### src/rtl/clk_enable_gen.sv
// Runtime-programmable clock divider producing a pixel-rate tick strobe,
// a registered near-50% divided clock and the current phase count.
module clk_enable_gen #(
  parameter int WIDTH       = 8,
  parameter int DEFAULT_DIV = 4
) (
  input  logic             clk,
  input  logic             rst,
  input  logic             en,
  input  logic [WIDTH-1:0] div_in,
  input  logic             div_load,
  output logic             tick,
  output logic             clk_div,
  output logic             pending,
  output logic [WIDTH-1:0] cnt
);

  localparam int DEF_I = (DEFAULT_DIV == 0) ? 1 : DEFAULT_DIV;
  localparam logic [WIDTH-1:0] DEF_D = WIDTH'(DEF_I);
  localparam logic [WIDTH-1:0] ONE   = WIDTH'(1);
  localparam logic [WIDTH:0]   ONE_X = (WIDTH+1)'(1);

  logic [WIDTH-1:0] r_cnt;
  logic [WIDTH-1:0] r_div;
  logic [WIDTH-1:0] r_pval;
  logic             r_pend;
  logic             r_tick;
  logic             r_clk_div;

  logic             w_wrap;
  logic [WIDTH-1:0] w_cnt_nxt;
  logic [WIDTH-1:0] w_div_nxt;
  logic [WIDTH-1:0] w_din;
  logic [WIDTH:0]   w_half;
  logic             w_clk_nxt;

  always_comb begin
    w_wrap    = 1'b0;
    w_cnt_nxt = r_cnt;
    w_div_nxt = r_div;
    w_din     = (div_in == '0) ? ONE : div_in;
    if (en) begin
      w_wrap = (r_cnt == (r_div - ONE));
      if (w_wrap) begin
        w_cnt_nxt = '0;
        if (r_pend) w_div_nxt = r_pval;
      end else begin
        w_cnt_nxt = r_cnt + ONE;
      end
    end
    // Extra bit keeps D=2^WIDTH-1 from overflowing the half-period.
    w_half    = ({1'b0, w_div_nxt} + ONE_X) >> 1;
    w_clk_nxt = ({1'b0, w_cnt_nxt} < w_half);
  end

  always_ff @(posedge clk) begin
    if (rst) begin
      r_cnt     <= '0;
      r_div     <= DEF_D;
      r_pval    <= '0;
      r_pend    <= 1'b0;
      r_tick    <= 1'b0;
      r_clk_div <= 1'b1;
    end else begin
      r_cnt     <= w_cnt_nxt;
      r_div     <= w_div_nxt;
      r_tick    <= w_wrap;
      r_clk_div <= w_clk_nxt;
      if (div_load) begin
        r_pval <= w_din;
        r_pend <= 1'b1;
      end else if (w_wrap) begin
        r_pend <= 1'b0;
      end
    end
  end

  assign tick    = r_tick;
  assign clk_div = r_clk_div;
  assign pending = r_pend;
  assign cnt     = r_cnt;

endmodule

### config.mk
export PLATFORM = sky130hd
export DESIGN_NAME = clk_enable_gen
export DESIGN_NICKNAME = d
export VERILOG_FILES = /design/src/rtl/clk_enable_gen.sv
export SDC_FILE = /design/constraint.sdc
export NUM_CORES = 1
export LEC_CHECK = 0
export CAP_MARGIN = 20
export CORE_ASPECT_RATIO = 1.5
export CORE_MARGIN = 2
export CORE_UTILIZATION = 55
export DETAILED_ROUTE_END_ITERATION = 8
export DONT_BUFFER_PORTS = 1
export PLACE_DENSITY = 0.74
export SLEW_MARGIN = 20
export SYNTH_ARGS = -nofsm -noshare
export SYNTH_HDL_FRONTEND = slang
export SYNTH_SLANG_ARGS = --single-unit
### constraint.sdc
create_clock -name clk -period 3.45 [get_ports clk]
set_input_delay 0.69 -clock clk [delete_from_list [all_inputs] [get_ports clk]]
set_output_delay 0.69 -clock clk [all_outputs]
set_load 0.01 [all_outputs]
After elaboration in Yosys (flattened, before gate mapping)
Cells that the tools add are included.
{"block": "word_totals", "register_bits": 27, "in_bits": 12, "wordCells": 22}
{"block": "op_classes", "addsub": 3, "magnitude_cmp": 1, "eq_ne": 1, "muxes": 9, "n_reduce_logical": 2}
{"op": "two-way mux 8 bit", "n": 6}
{"op": "adder 8 x 1 -> 9 bit (second input constant)", "n": 1}
{"op": "adder 8 x 1 -> 8 bit (second input constant)", "n": 1}
{"op": "equality test 8 bit", "n": 1}
{"op": "zero test 8 bit", "n": 1}
{"op": "less-than comparator 8 bit", "n": 1}
{"op": "subtractor 8 x 1 -> 8 bit (second input constant)", "n": 1}
{"op": "two-way mux 1 bit", "n": 3}
{"op": "nonzero test 2 bit", "n": 1}

Logic depth before layout (Yosys ltp)
Gate-level depths: netlist of the first run.
{"block": "depth", "word_depth": 6, "ltp_mapped": 20, "ltp_nobuf": 19}

Worst setup path before layout of the first run
OpenSTA, ideal clock, no wires.
{"block": "synth_path", "path_type": "register to register", "from": "register r_div[0]", "to": "register r_clk_div (netlist: clk_div)", "setup_ns": 0.070, "t_arrival_ns": 3.708, "t_required_ns": 3.380, "setup_slack_ns": -0.328, "path_stages_with_launch": 20, "n_path_buf": 1, "period_less_slack_ns": 3.778, "path_cell_list": "dfxtp_1 > clkbuf_1 > inv_1 > ha_1 > xor2_1 > or3_1 > a221oi_4 > nand4_4 > mux2_4 > ha_1 > nand3_1 > xor2_1 > nand2_1 > o21ai_0 > ha_1 > a21o_1 > a21o_1 > a21oi_1 > o31ai_1 > o21bai_1"}
{"block": "synth_via", "elab_chain_cells": 6, "elab_cells_between_ends": 9, "classes_between": "2 x add/sub; 1 x order compare; 1 x eq/ne; 5 x mux"}
{"item": "from (decl)", "line": "24", "source": "logic [WIDTH-1:0] r_div;"}
{"item": "from (signal assigned)", "line": "66", "source": "r_div <= w_div_nxt;"}
{"item": "subtractor 8 x 1 -> 8 bit", "line": "43", "source": "w_wrap = (r_cnt == (r_div - ONE));"}
{"item": "equality test 8 bit", "line": "43"}
{"item": "two-way mux 8 bit", "line": "44", "source": "if (w_wrap) begin"}
{"item": "two-way mux 8 bit *", "line": "42", "source": "if (en) begin"}
{"item": "net w_div_nxt[0]", "line": "32", "source": "logic [WIDTH-1:0] w_div_nxt;"}
{"item": "adder 8 x 1 -> 9 bit *", "line": "52", "source": "w_half = ({1'b0, w_div_nxt} + ONE_X) >> 1;"}
{"item": "less-than comparator 8 bit *", "line": "53", "source": "w_clk_nxt = ({1'b0, w_cnt_nxt} < w_half);"}
{"item": "to (signal assigned)", "line": "68", "source": "r_clk_div <= w_clk_nxt;"}
{"item": "to (decl)", "line": "28", "source": "logic r_clk_div;"}
The timed path passes the listed nets; every way through them passes the cells marked *.
A chain may end at the register's enable or synchronous reset.

Worst setup path after layout of the first run
{"block": "layout_path", "from": "register r_div[2]", "to": "register r_clk_div (netlist: clk_div)"}
{"block": "layout_via", "elab_chain_cells": 6, "elab_cells_between_ends": 9, "classes_between": "2 x add/sub; 1 x order compare; 1 x eq/ne; 5 x mux"}
{"item": "subtractor 8 x 1 -> 8 bit", "line": "43"}
{"item": "equality test 8 bit", "line": "43"}
{"item": "two-way mux 8 bit", "line": "44"}
{"item": "two-way mux 8 bit", "line": "42"}
{"item": "net w_div_nxt[0]", "line": "32"}
{"item": "adder 8 x 1 -> 9 bit", "line": "52"}
{"item": "less-than comparator 8 bit", "line": "53"}
The timed path passes the listed nets, and every way through them passes these cells.

==> run_results.csv, run 1 <==
group,metric,value,unit
sta,finClkSkew,0.001399,ns
clock_tree,clockBufferDepth,2,
critical_path,critPathRequiredTime,3.67,ns
floorplan,initial_core_util,0.5612,
sta,finalSetupTns,-0.08996,ns
sta,finalSetupViolCount,1,
yosys,synth.distinct_cells,45,
job,drv_cap,0,
sta,rsz0062_at_grt,"true",
sta,fin_crit_sh,1.026,
floorplan,die_x,51.75,um
yosys,muxShareOfSynthArea,0.06986,
sta,worst_pin_slew,0.4525,ns
drt,vias,1724,
yosys,synth_area_leaders,"dfxtp_1, ha_1, nand3_1",
layout,antenna_cells,0,
layout,fin_area,2208,um^2
critical_path,worstSetupStartpointType,"flop",
yosys,syn_nets,248,
floorplan,ioPinCount,23,
critical_path,path_class,"flop to flop",
yosys,synth_largest_area_cell,"dfxtp_1",
floorplan,row_count,26,
layout,areaGrowthSynthToFinish,17.43,%
pwr,power_leakage,0.9844,nW
yosys,synth_xor_area_frac,0.1071,
sta,hold_violations,0,
pwr,power.density,260.1,nW/um^2
sta,maxClockFrequency,0.2825,GHz
drt,drc_errors,0,
floorplan,die_h,75.62,um
outcome,status,"finished with violations",
yosys,synth-main-ff-cell,"dfxtp_1",
yosys,synth_simple_gate_area_frac,0.2947,
pwr,ir_worst_vdd,0.0002295,V
drt,ant_nets,0,
floorplan,core,3351,um^2
place,portBuffers,0,
global_route,grt_max_degree,28,
global_route,grt_overflow,0,
layout,final_util,0.6591,
yosys,yosys_warnings,0,
yosys,netlist_area,1881,um^2
drt,wl_per_cell,16.93,um
sta,slew_headroom,0.6936,
layout,nets,271,
outcome,violations,"negative setup slack",
critical_path,crit_fanout,6,
clock_tree,cts_sinks,27,
place,place_area,2118,um^2
drt,avgViaCountPerCell,5.945,
sta,final-max-slew-violation-count,0,
yosys,ys_ff_latch,27,
global_route,grt.total_usage,0.2767,
clock_tree,worstSkewPairLatency,0.28,ns
worst_hold_path,hp-class,"input pin to flop",
critical_path,endpoint_kind,"flop",
sta,layout_setup_ws,-0.08996,ns
critical_path,critical_path_arrival,3.76,ns
clock_tree,cts_tree,"built",
yosys,avgSynthCellArea,8.321,um^2
clock_tree,cts_made_buffers,3,
yosys,synth_enable_flop_cells,0,
clock_tree,path_clk_slew,0.10,ns
yosys,synthArstFlopShare,0,
global_route,grt_pass1_wl,8.024,mm
drt,drt-initial-drc-count,51,
yosys,yosysSeqAreaShare,0.2874,
yosys,synth_top_family_by_area,"simple AND/OR/NAND/NOR gates",
yosys,syn_inst,226,
drt,drt_wl_total,4.911,mm
drt,dr.pass1.iters,4,
global_route,grt_pass1_vias,1798,
clock_tree,h-tree-depth,1,
layout,fill_cells,293,
place,place_congestion,0.9288,
sta,fin_crit,3.540,ns
floorplan,die_area,3913,um^2
place,dpl.hpwl,3.654,mm
layout,drive_gt1_frac,0.2379,
yosys,synth-compound-area-share,0.1224,
yosys,synth_adder_area_share,0.06653,
clock_tree,clockRootBuffer,"clkbuf_8",
global_route,antenna_found_initial,0,
yosys,synth_top_area_share,0.2874,
==> through the flow <==
stage          hold WS [ns]  cells  power (mW)  setup slack (ns)
2_1_floorplan        0.4760    226      0.3850         -0.006394
3_3_place_gp         0.5019    282      0.3898          -0.04012
3_5_place_dp         0.5074    282      0.3915           -0.1852
4_1_cts              0.4575    289      0.5770          -0.05971
5_1_grt              0.4479    290      0.5976           -0.3412
6_report             0.4607    290      0.5744          -0.08996
==> sequential cells by signal (all words and copies together), names as in the netlist <==
name and flops:
r_pval 8, r_div 8, pending 1, clk_div 1, cnt 8, tick 1
==> placed cells by master (no fill, tap or decap), types with 2 or more instances in the layout <==
cell type / Yosys / layout
a211oi_1: 2 / 2
a21o_1: 3 / 3
a21oi_1: 13 / 12
and3_1: 6 / 6
buf_4: 1 / 32
clkbuf_8: 0 / 3
dfxtp_1: 27 / 23
dfxtp_2: 0 / 4
ha_1: 10 / 8
ha_4: 0 / 2
inv_1: 5 / 4
mux2_4: 2 / 2
mux2i_1: 9 / 9
nand2_1: 20 / 20
nand2b_1: 8 / 8
nand3_1: 21 / 19
nand3_2: 0 / 2
nand3b_1: 2 / 2
nand4_1: 3 / 3
nor2_1: 19 / 19
nor2b_1: 2 / 2
nor2b_4: 2 / 2
nor3_1: 7 / 7
o21ai_0: 6 / 5
o21ai_1: 1 / 2
or3_4: 0 / 2
xnor2_1: 12 / 12
xor2_1: 11 / 11
==> metal layers <==
| metal | vias to the layer above | global-route usage | wire length, um |
|---|---|---|---|
| li1 | 837 | - | - |
| met1 | 819 | 0.2838 | 1911 |
| met2 | 46 | 0.5185 | 2622 |
| met3 | 22 | 0.04314 | 131 |
| met4 | 0 | 0.1696 | 246 |
| met5 | - | 0 | 0 |
==> cell families after synthesis <==
kind of cell	count (synthesis)
XOR/XNOR	23
adder cells (fa/ha/maj)	10
flip-flops	27
multiplexers	12
AND/OR/NAND/NOR	101
buffers and inverters	19
AO/OA/AOI/OAI	34
==> synthesized netlist by cell type, types with 7 or more instances <==
cell / instances
dfxtp_1: 27
nand3_1: 21
nand2_1: 20
nor2_1: 19
a21oi_1: 13
xnor2_1: 12
xor2_1: 11
ha_1: 10
mux2i_1: 9
clkbuf_1: 8
nand2b_1: 8
nor3_1: 7
==> worst max-delay path, stage by stage (launching register included) <==
cell and delay [ns]:
dfxtp_2 0.35, nor4_4 0.32, nand2_1 0.11, or3_4 0.35
a221oi_4 0.34, nand4_4 0.17, mux2_4 0.36, ha_4 0.19
buf_4 0.13, xor2_1 0.15, ha_1 0.31, a21o_1 0.16
a211oi_1 0.31, o31ai_1 0.11, o21bai_1 0.12
==> cell type report <==
class / count / area, um^2 / share of cell area
inverters: 5 / 21.27 / 0.009632
flip-flops and latches: 27 / 545.5 / 0.2470
multi-input cells: 180 / 1303 / 0.5898
repair buffers: 32 / 240.2 / 0.1088
well taps: 42 / 52.55 / 0.02380
clock inverters: 1 / 5.005 / 0.002266
clock buffers: 3 / 41.29 / 0.01870
==> timing repair <==
| item | 4_1_cts | 5_1_grt |
|---|---|---|
| pin swaps | 7 | 5 |
| hold buffers | 0 | 0 |
| gates cloned | 0 | 0 |
| setup endpoints to repair | 1 | 1 |
| buffers inserted | 3 | 1 |
| hold endpoints to repair | 0 | 0 |
| gates resized for setup | 5 | 2 |
==> path summary, 6_finish.rpt <==
kind / from / endpoint / slack (ns) / cells past startpoint
worst max-delay path: r_div[2]$_SDFF_PP1_ / clk_div$_SDFF_PP1_ / -0.09 / 14
worst min-delay path: rst / r_div[1]$_SDFF_PP0_ / 0.46 / 1
worst max register to register: r_div[2]$_SDFF_PP1_ / clk_div$_SDFF_PP1_ / -0.09 / 14
worst min register to register: r_pval[6]$_SDFFE_PP0P_ / r_div[6]$_SDFF_PP0_ / 0.52 / 2
==> power breakdown <==
group | internal (mW) | leakage (nW) | switching [mW] | total [mW]
registers | 0.322 | 0.221 | 0.0144 | 0.336
logic | 0.0273 | 0.738 | 0.0227 | 0.0500
clock network | 0.0813 | 0.0255 | 0.107 | 0.188
total | 0.430 | 0.984 | 0.144 | 0.574
Power figures use the tool's default switching activity.
==> run 2: changes to the inputs <==
--- a/config.mk
+++ b/config.mk
@@ -8,10 +8,10 @@
 export CAP_MARGIN = 20
 export CORE_ASPECT_RATIO = 1.5
 export CORE_MARGIN = 2
-export CORE_UTILIZATION = 55
+export CORE_UTILIZATION = 35
 export DETAILED_ROUTE_END_ITERATION = 8
 export DONT_BUFFER_PORTS = 1
-export PLACE_DENSITY = 0.74
+export PLACE_DENSITY = 0.52
 export SLEW_MARGIN = 20
 export SYNTH_ARGS = -nofsm -noshare
 export SYNTH_HDL_FRONTEND = slang
==> run 2 against run 1 <==
Effect of this change:
- the flow still finishes with violations (negative setup slack)
- clock power about the same
- wire length increased by 5.9%
- sequential power about the same
- hold slack improved by 0.014 ns
- sequential share of layout area decreased by 0.51 points
- largest power group unchanged
- highest routed layer unchanged
==> run_results.csv, run 2 (synthesis gave the netlist of run 1 again) <==
group,metric,value,unit
sta,fin_crit,3.458,ns
pwr,power_leakage,0.9928,nW
floorplan,initial_core_util,0.3641,
worst_hold_path,hp-class,"input pin to flop",
critical_path,cpPeakStageDelay,0.35,ns
pwr,swShare,0.2438,
layout,fill_cells,541,
sta,maxClockFrequency,0.2892,GHz
sta,rsz0062_at_grt,"true",
global_route,grt.total_usage,0.1834,
place,pre_cts_ws,-0.09755,ns
clock_tree,clockRootBuffer,"clkbuf_8",
clock_tree,cts_tree,"built",
layout,final_common_cell,"buf_4",
drt,avgViaCountPerCell,5.248,
layout,instances_no_fill,318,
layout,multiInputGateArea,1323,um^2
clock_tree,clockBufferDepth,2,
global_route,antenna_found_initial,0,
global_route,grt_max_degree,28,
drt,ant_nets,0,
floorplan,core,5165,um^2
clock_tree,cts_sinks,27,
critical_path,critPathRequiredTime,3.63,ns
critical_path,path_buf_inv,0,
global_route,grt_overflow,0,
floorplan,row_count,32,
sta,hold_slack,0.4744,ns
pwr,power_frac_clock,0.323,
sta,hold_violations,0,
pwr,p_comb_frac,0.093,
clock_tree,worstSkewPairLatency,0.28,ns
critical_path,endpoint_kind,"flop",
critical_path,crit_slowest_cell,"or3_4",
critical_path,critical_path_arrival,3.64,ns
drt,drt-initial-drc-count,62,
drt,vias,1669,
place,dp_cells,311,
drt,drc_errors,0,
pwr,power.density,250.3,nW/um^2
pwr,p_seq_frac,0.583,
pwr,p_sw,0.1392,mW
sta,fin_crit_sh,1.002,
pwr,internal-power,0.4318,mW
critical_path,path_class,"flop to flop",
global_route,grt_pass1_vias,1718,
outcome,status,"finished with violations",
layout,antenna_cells,0,
floorplan,ioPinCount,23,
sta,finalSetupViolCount,1,
sta,slew_headroom,0.7409,
outcome,violations,"negative setup slack",
global_route,grt_pass1_wl,8.480,mm
critical_path,crit_family,"simple AND/OR/NAND/NOR gates",
drt,dr.pass1.iters,4,
pwr,ir_worst_vdd,0.0001975,V
floorplan,die_h,93.78,um
floorplan,die_x,63.85,um
sta,finClkSkew,0.007225,ns
layout,drive_gt1_frac,0.2600,
job,drv_cap,0,
place,portBuffers,0,
sta,worst_pin_slew,0.3859,ns
drt,wl_per_cell,16.36,um
clock_tree,h-tree-depth,1,
critical_path,crit_chain,"nor4_4 -> nand2_1 -> or3_4 -> a221oi_4 -> nand4_4 -> mux2_4 -> ha_4 -> nand3_2 -> xnor2_1 -> o21ai_1 -> ha_1 -> nand4_1 -> nor3_1 -> and4b_1 -> o21bai_1",
clock_tree,path_clk_slew,0.10,ns
place,dpl.hpwl,4.117,mm
sta,final-max-slew-violation-count,0,
sta,layout_setup_ws,-0.007653,ns
layout,seq_area,551.8,um^2
layout,nets,273,
critical_path,crit_fanout,6,
layout,areaGrowthSynthToFinish,21.29,%
drt,drt_wl_total,5.203,mm
critical_path,worstSetupStartpointType,"flop",
place,place_congestion,0.8440,
layout,final_cell_mix,"buf_4, dfxtp_1, nand2_1",
clock_tree,cts_made_buffers,3,
sta,finalSetupTns,-0.007653,ns
floorplan,die_area,5988,um^2
[run 2: repair_timing]
| item | 4_1_cts | 5_1_grt |
|---|---|---|
| resized for setup | 9 | 4 |
| endpoints found under the setup margin | 1 | 1 |
| hold buffers | 0 | 0 |
| pin swaps | 8 | 6 |
| setup buffers | 2 | 1 |
[run 2: final timing paths]
kind	to	startpoint	cells after the start	slack [ns]
hold reg to reg	r_div[6]$_SDFF_PP0_	r_pval[6]$_SDFFE_PP0P_	2	0.54
setup / recovery	clk_div$_SDFF_PP1_	r_div[2]$_SDFF_PP1_	15	-0.008
setup reg to reg	clk_div$_SDFF_PP1_	r_div[2]$_SDFF_PP1_	15	-0.008
hold / removal	tick$_SDFF_PP0_	rst	1	0.47
[run 2: power by group through the flow]
stage               combinational (mW)  sequential [mW]  clock (mW)
floorplan                       0.0436            0.341           0
global placement                0.0513            0.342           0
detailed placement              0.0520            0.342           0
CTS                             0.0534            0.334       0.188
global route                    0.0593            0.335       0.196
finish                          0.0532            0.333       0.185
[run 2: metrics by stage]
step                      area (um^2)  utilization  power (mW)
after floorplan                  1944            -      0.3850
after global placement           2173       0.4208      0.3931
after detailed placement         2173       0.4208      0.3939
after CTS                        2255       0.4365      0.5754
after global routing             2281       0.4416      0.5902
final                            2281       0.4416      0.5710
[run 2: metal layers]
metal	up-vias	track usage	wire, um
met1	785	0.1935	2036
li1	837	-	-
met4	0	0.08696	179
met3	12	0.02158	160
met2	35	0.3516	2826
met5	-	0	0
[run 2: final cells by class]
class,count,share of cell area
Tap cell,68,0.03730
Multi-Input combinational cell,180,0.5798
Timing Repair Buffer,34,0.1119
Inverter,5,0.009325
Sequential cell,27,0.2419
Clock buffer,4,0.01975
==> run 3: changes to the inputs <==
--- a/config.mk
+++ b/config.mk
@@ -5,13 +5,12 @@
 export SDC_FILE = /design/constraint.sdc
 export NUM_CORES = 1
 export LEC_CHECK = 0
-export CAP_MARGIN = 20
 export CORE_ASPECT_RATIO = 1.5
 export CORE_MARGIN = 2
 export CORE_UTILIZATION = 35
 export DETAILED_ROUTE_END_ITERATION = 8
 export DONT_BUFFER_PORTS = 1
-export PLACE_DENSITY = 0.52
+export PLACE_DENSITY = 0.56
 export SLEW_MARGIN = 20
 export SYNTH_ARGS = -nofsm -noshare
 export SYNTH_HDL_FRONTEND = slang
==> run 3 against run 2 <==
Effect of this change:
- the run still ends with negative setup slack left
- fmax is 1.1% lower
- via count decreased by 1.1%
- combinational power fell by 5.1%
- sequential power increased by 1%
- global-route usage decreased by 0.16 points
- total power fell by 0.32%
- final cell count down 0.94%
- count of clock-buffer cells in the layout unchanged
- critical endpoint unchanged
==> run_results.csv, run 3 (synthesis gave the netlist of run 1 again) <==
group,metric,value,unit
worst_hold_path,min_to,"r_div[0]$_SDFF_PP0_",
critical_path,crit_fanout,6,
layout,nets,270,
clock_tree,cts_made_buffers,3,
clock_tree,clockBufferDepth,2,
drt,ant_nets,0,
layout,antenna_cells,0,
sta,hold_slack,0.4754,ns
drt,wl_per_cell,16.12,um
pwr,internal-power,0.4325,mW
place,place_area,2128,um^2
layout,instances_no_fill,315,
layout,drive_gt1_frac,0.2429,
clock_tree,path_clk_slew,0.09,ns
pwr,p_seq_frac,0.591,
layout,areaGrowthSynthToFinish,19.29,%
critical_path,worstSetupStartpointType,"flop",
outcome,status,"finished with violations",
sta,fin_crit_sh,1.013,
layout,final_common_cell,"buf_4",
critical_path,critical_path_arrival,3.71,ns
floorplan,die_area,5988,um^2
clock_tree,worstSkewPairLatency,0.27,ns
pwr,swShare,0.2401,
drt,drt-initial-drc-count,85,
worst_hold_path,hold_start,"rst",
global_route,grt.total_usage,0.1818,
outcome,violations,"negative setup slack",
place,pre_cts_ws,-0.1328,ns
sta,layout_setup_ws,-0.04496,ns
drt,drt_wl_total,5.077,mm
critical_path,timing.rr.start,"r_div[1]$_SDFF_PP0_",
layout,fin_area,2243,um^2
pwr,power.density,253.7,nW/um^2
drt,avgViaCountPerCell,5.241,
clock_tree,h-tree-depth,1,
global_route,grt_max_degree,28,
floorplan,ioPinCount,23,
sta,maxClockFrequency,0.2861,GHz
critical_path,crit_chain,"inv_1 -> ha_4 -> xor2_1 -> or3_4 -> a221oi_4 -> nand4_4 -> mux2_4 -> ha_4 -> nand3_2 -> xor2_1 -> nand2_1 -> o21ai_2 -> ha_1 -> a21o_1 -> a21o_1 -> a21oi_2 -> o31ai_1 -> o21bai_1",
critical_path,path_class,"flop to flop",
drt,dr.pass1.iters,4,
place,place_congestion,0.7785,
critical_path,worst_r2r_endpoint,"clk_div$_SDFF_PP1_",
drt,vias,1651,
critical_path,crit_slowest_cell,"or3_4",
job,drv_cap,0,
floorplan,row_count,32,
worst_hold_path,whs_path_depth,1,
clock_tree,clockRootBuffer,"clkbuf_8",
sta,final-max-slew-violation-count,0,
pwr,power_frac_clock,0.320,
place,dp_cells,305,
sta,finClkSkew,0.006001,ns
critical_path,critPathRequiredTime,3.66,ns
pwr,p_comb_frac,0.089,
sta,slew_headroom,0.6705,
floorplan,die_x,63.85,um
critical_path,cpPeakStageDelay,0.39,ns
global_route,grt_overflow,0,
sta,finalSetupViolCount,1,
global_route,grt_pass1_vias,1650,
clock_tree,cts_sinks,27,
worst_hold_path,hp-class,"input pin to flop",
sta,rsz0062_at_grt,"true",
critical_path,reg2reg_depth,18,
pwr,p_sw,0.1367,mW
sta,fin_crit,3.495,ns
place,portBuffers,0,
place,dpl.hpwl,3.871,mm
global_route,grt_pass1_wl,8.321,mm
sta,worst_pin_slew,0.4866,ns
critical_path,endpoint_kind,"flop",
global_route,antenna_found_initial,0,
pwr,ir_worst_vdd,0.0001606,V
floorplan,core,5165,um^2
floorplan,initial_core_util,0.3641,
layout,final_cell_mix,"buf_4, dfxtp_1, nand2_1",
pwr,power_leakage,0.9720,nW
critical_path,regToRegSetupSlack,-0.04,ns
drt,drc_errors,0,
clock_tree,cts_tree,"built",
sta,hold_violations,0,
floorplan,die_h,93.78,um
==> run 3: layer usage <==
metal  part of all wire  up-vias  routed length, um  track usage
met3              0.028        9                144      0.02278
met1               0.40      779               2043       0.2034
li1                   -      838                  -            -
met5                  0        -                  0            0
met2               0.55       25               2783       0.3325
met4              0.021        0                106      0.08877
==> run 3: how the worst max path moves through the flow <==
stage	cells past startpoint	slack [ns]	to	startpoint
final	18	-0.04	clk_div$_SDFF_PP1_	r_div[1]$_SDFF_PP0_
after global routing	17	-0.24	clk_div$_SDFF_PP1_	r_div[2]$_SDFF_PP1_
after CTS	17	-0.04	clk_div$_SDFF_PP1_	r_div[5]$_SDFF_PP0_
after detailed placement	18	-0.13	clk_div$_SDFF_PP1_	r_div[0]$_SDFF_PP0_
after global placement	18	-0.07	clk_div$_SDFF_PP1_	r_div[0]$_SDFF_PP0_
after floorplan	19	-0.006	clk_div$_SDFF_PP1_	r_div[0]$_SDFF_PP0_
==> run 3: per-stage QoR <==
step | utilization | power (mW) | setup TNS (ns)
after detailed placement | 0.4121 | 0.3925 | -0.1328
after global routing | 0.4344 | 0.6009 | -0.2423
after global placement | 0.4121 | 0.3924 | -0.07211
after floorplan | - | 0.3850 | -0.006394
after CTS | 0.4305 | 0.5801 | -0.04246
final | 0.4344 | 0.5691 | -0.04496
==> run 3: what timing repair did <==
item,CTS,global route
gates resized for setup,6,4
pin swaps,9,7
buffers inserted,5,1
hold buffers,0,0
setup endpoints to repair,1,1
==> run 3: worst max-delay path, delay by kind of cell (launching register included) <==
kind	cells	cell delay, ns
simple gates	4	0.70
flops	1	0.37
compound gates	7	1.03
fa+ha+maj	3	0.61
buf+inv	1	0.08
xor+xnor	2	0.29
mux	1	0.36
==> run 3: layout make-up <==
class | count | area (um^2)
flip-flops and latches | 27 | 545.5
repair buffers | 31 | 232.7
clock buffers | 4 | 45.04
well taps | 68 | 85.08
inverters | 5 | 21.27
fillers | 537 | 2922
multi-input cells | 180 | 1314
==> run 3: power groups by stage <==
stage | Sequential, mW | Clock (mW) | Combinational [mW]
floorplan | 0.341 | 0 | 0.0436
global placement | 0.345 | 0 | 0.0479
detailed placement | 0.344 | 0 | 0.0482
CTS | 0.337 | 0.194 | 0.0491
global route | 0.339 | 0.206 | 0.0565
finish | 0.337 | 0.182 | 0.0505
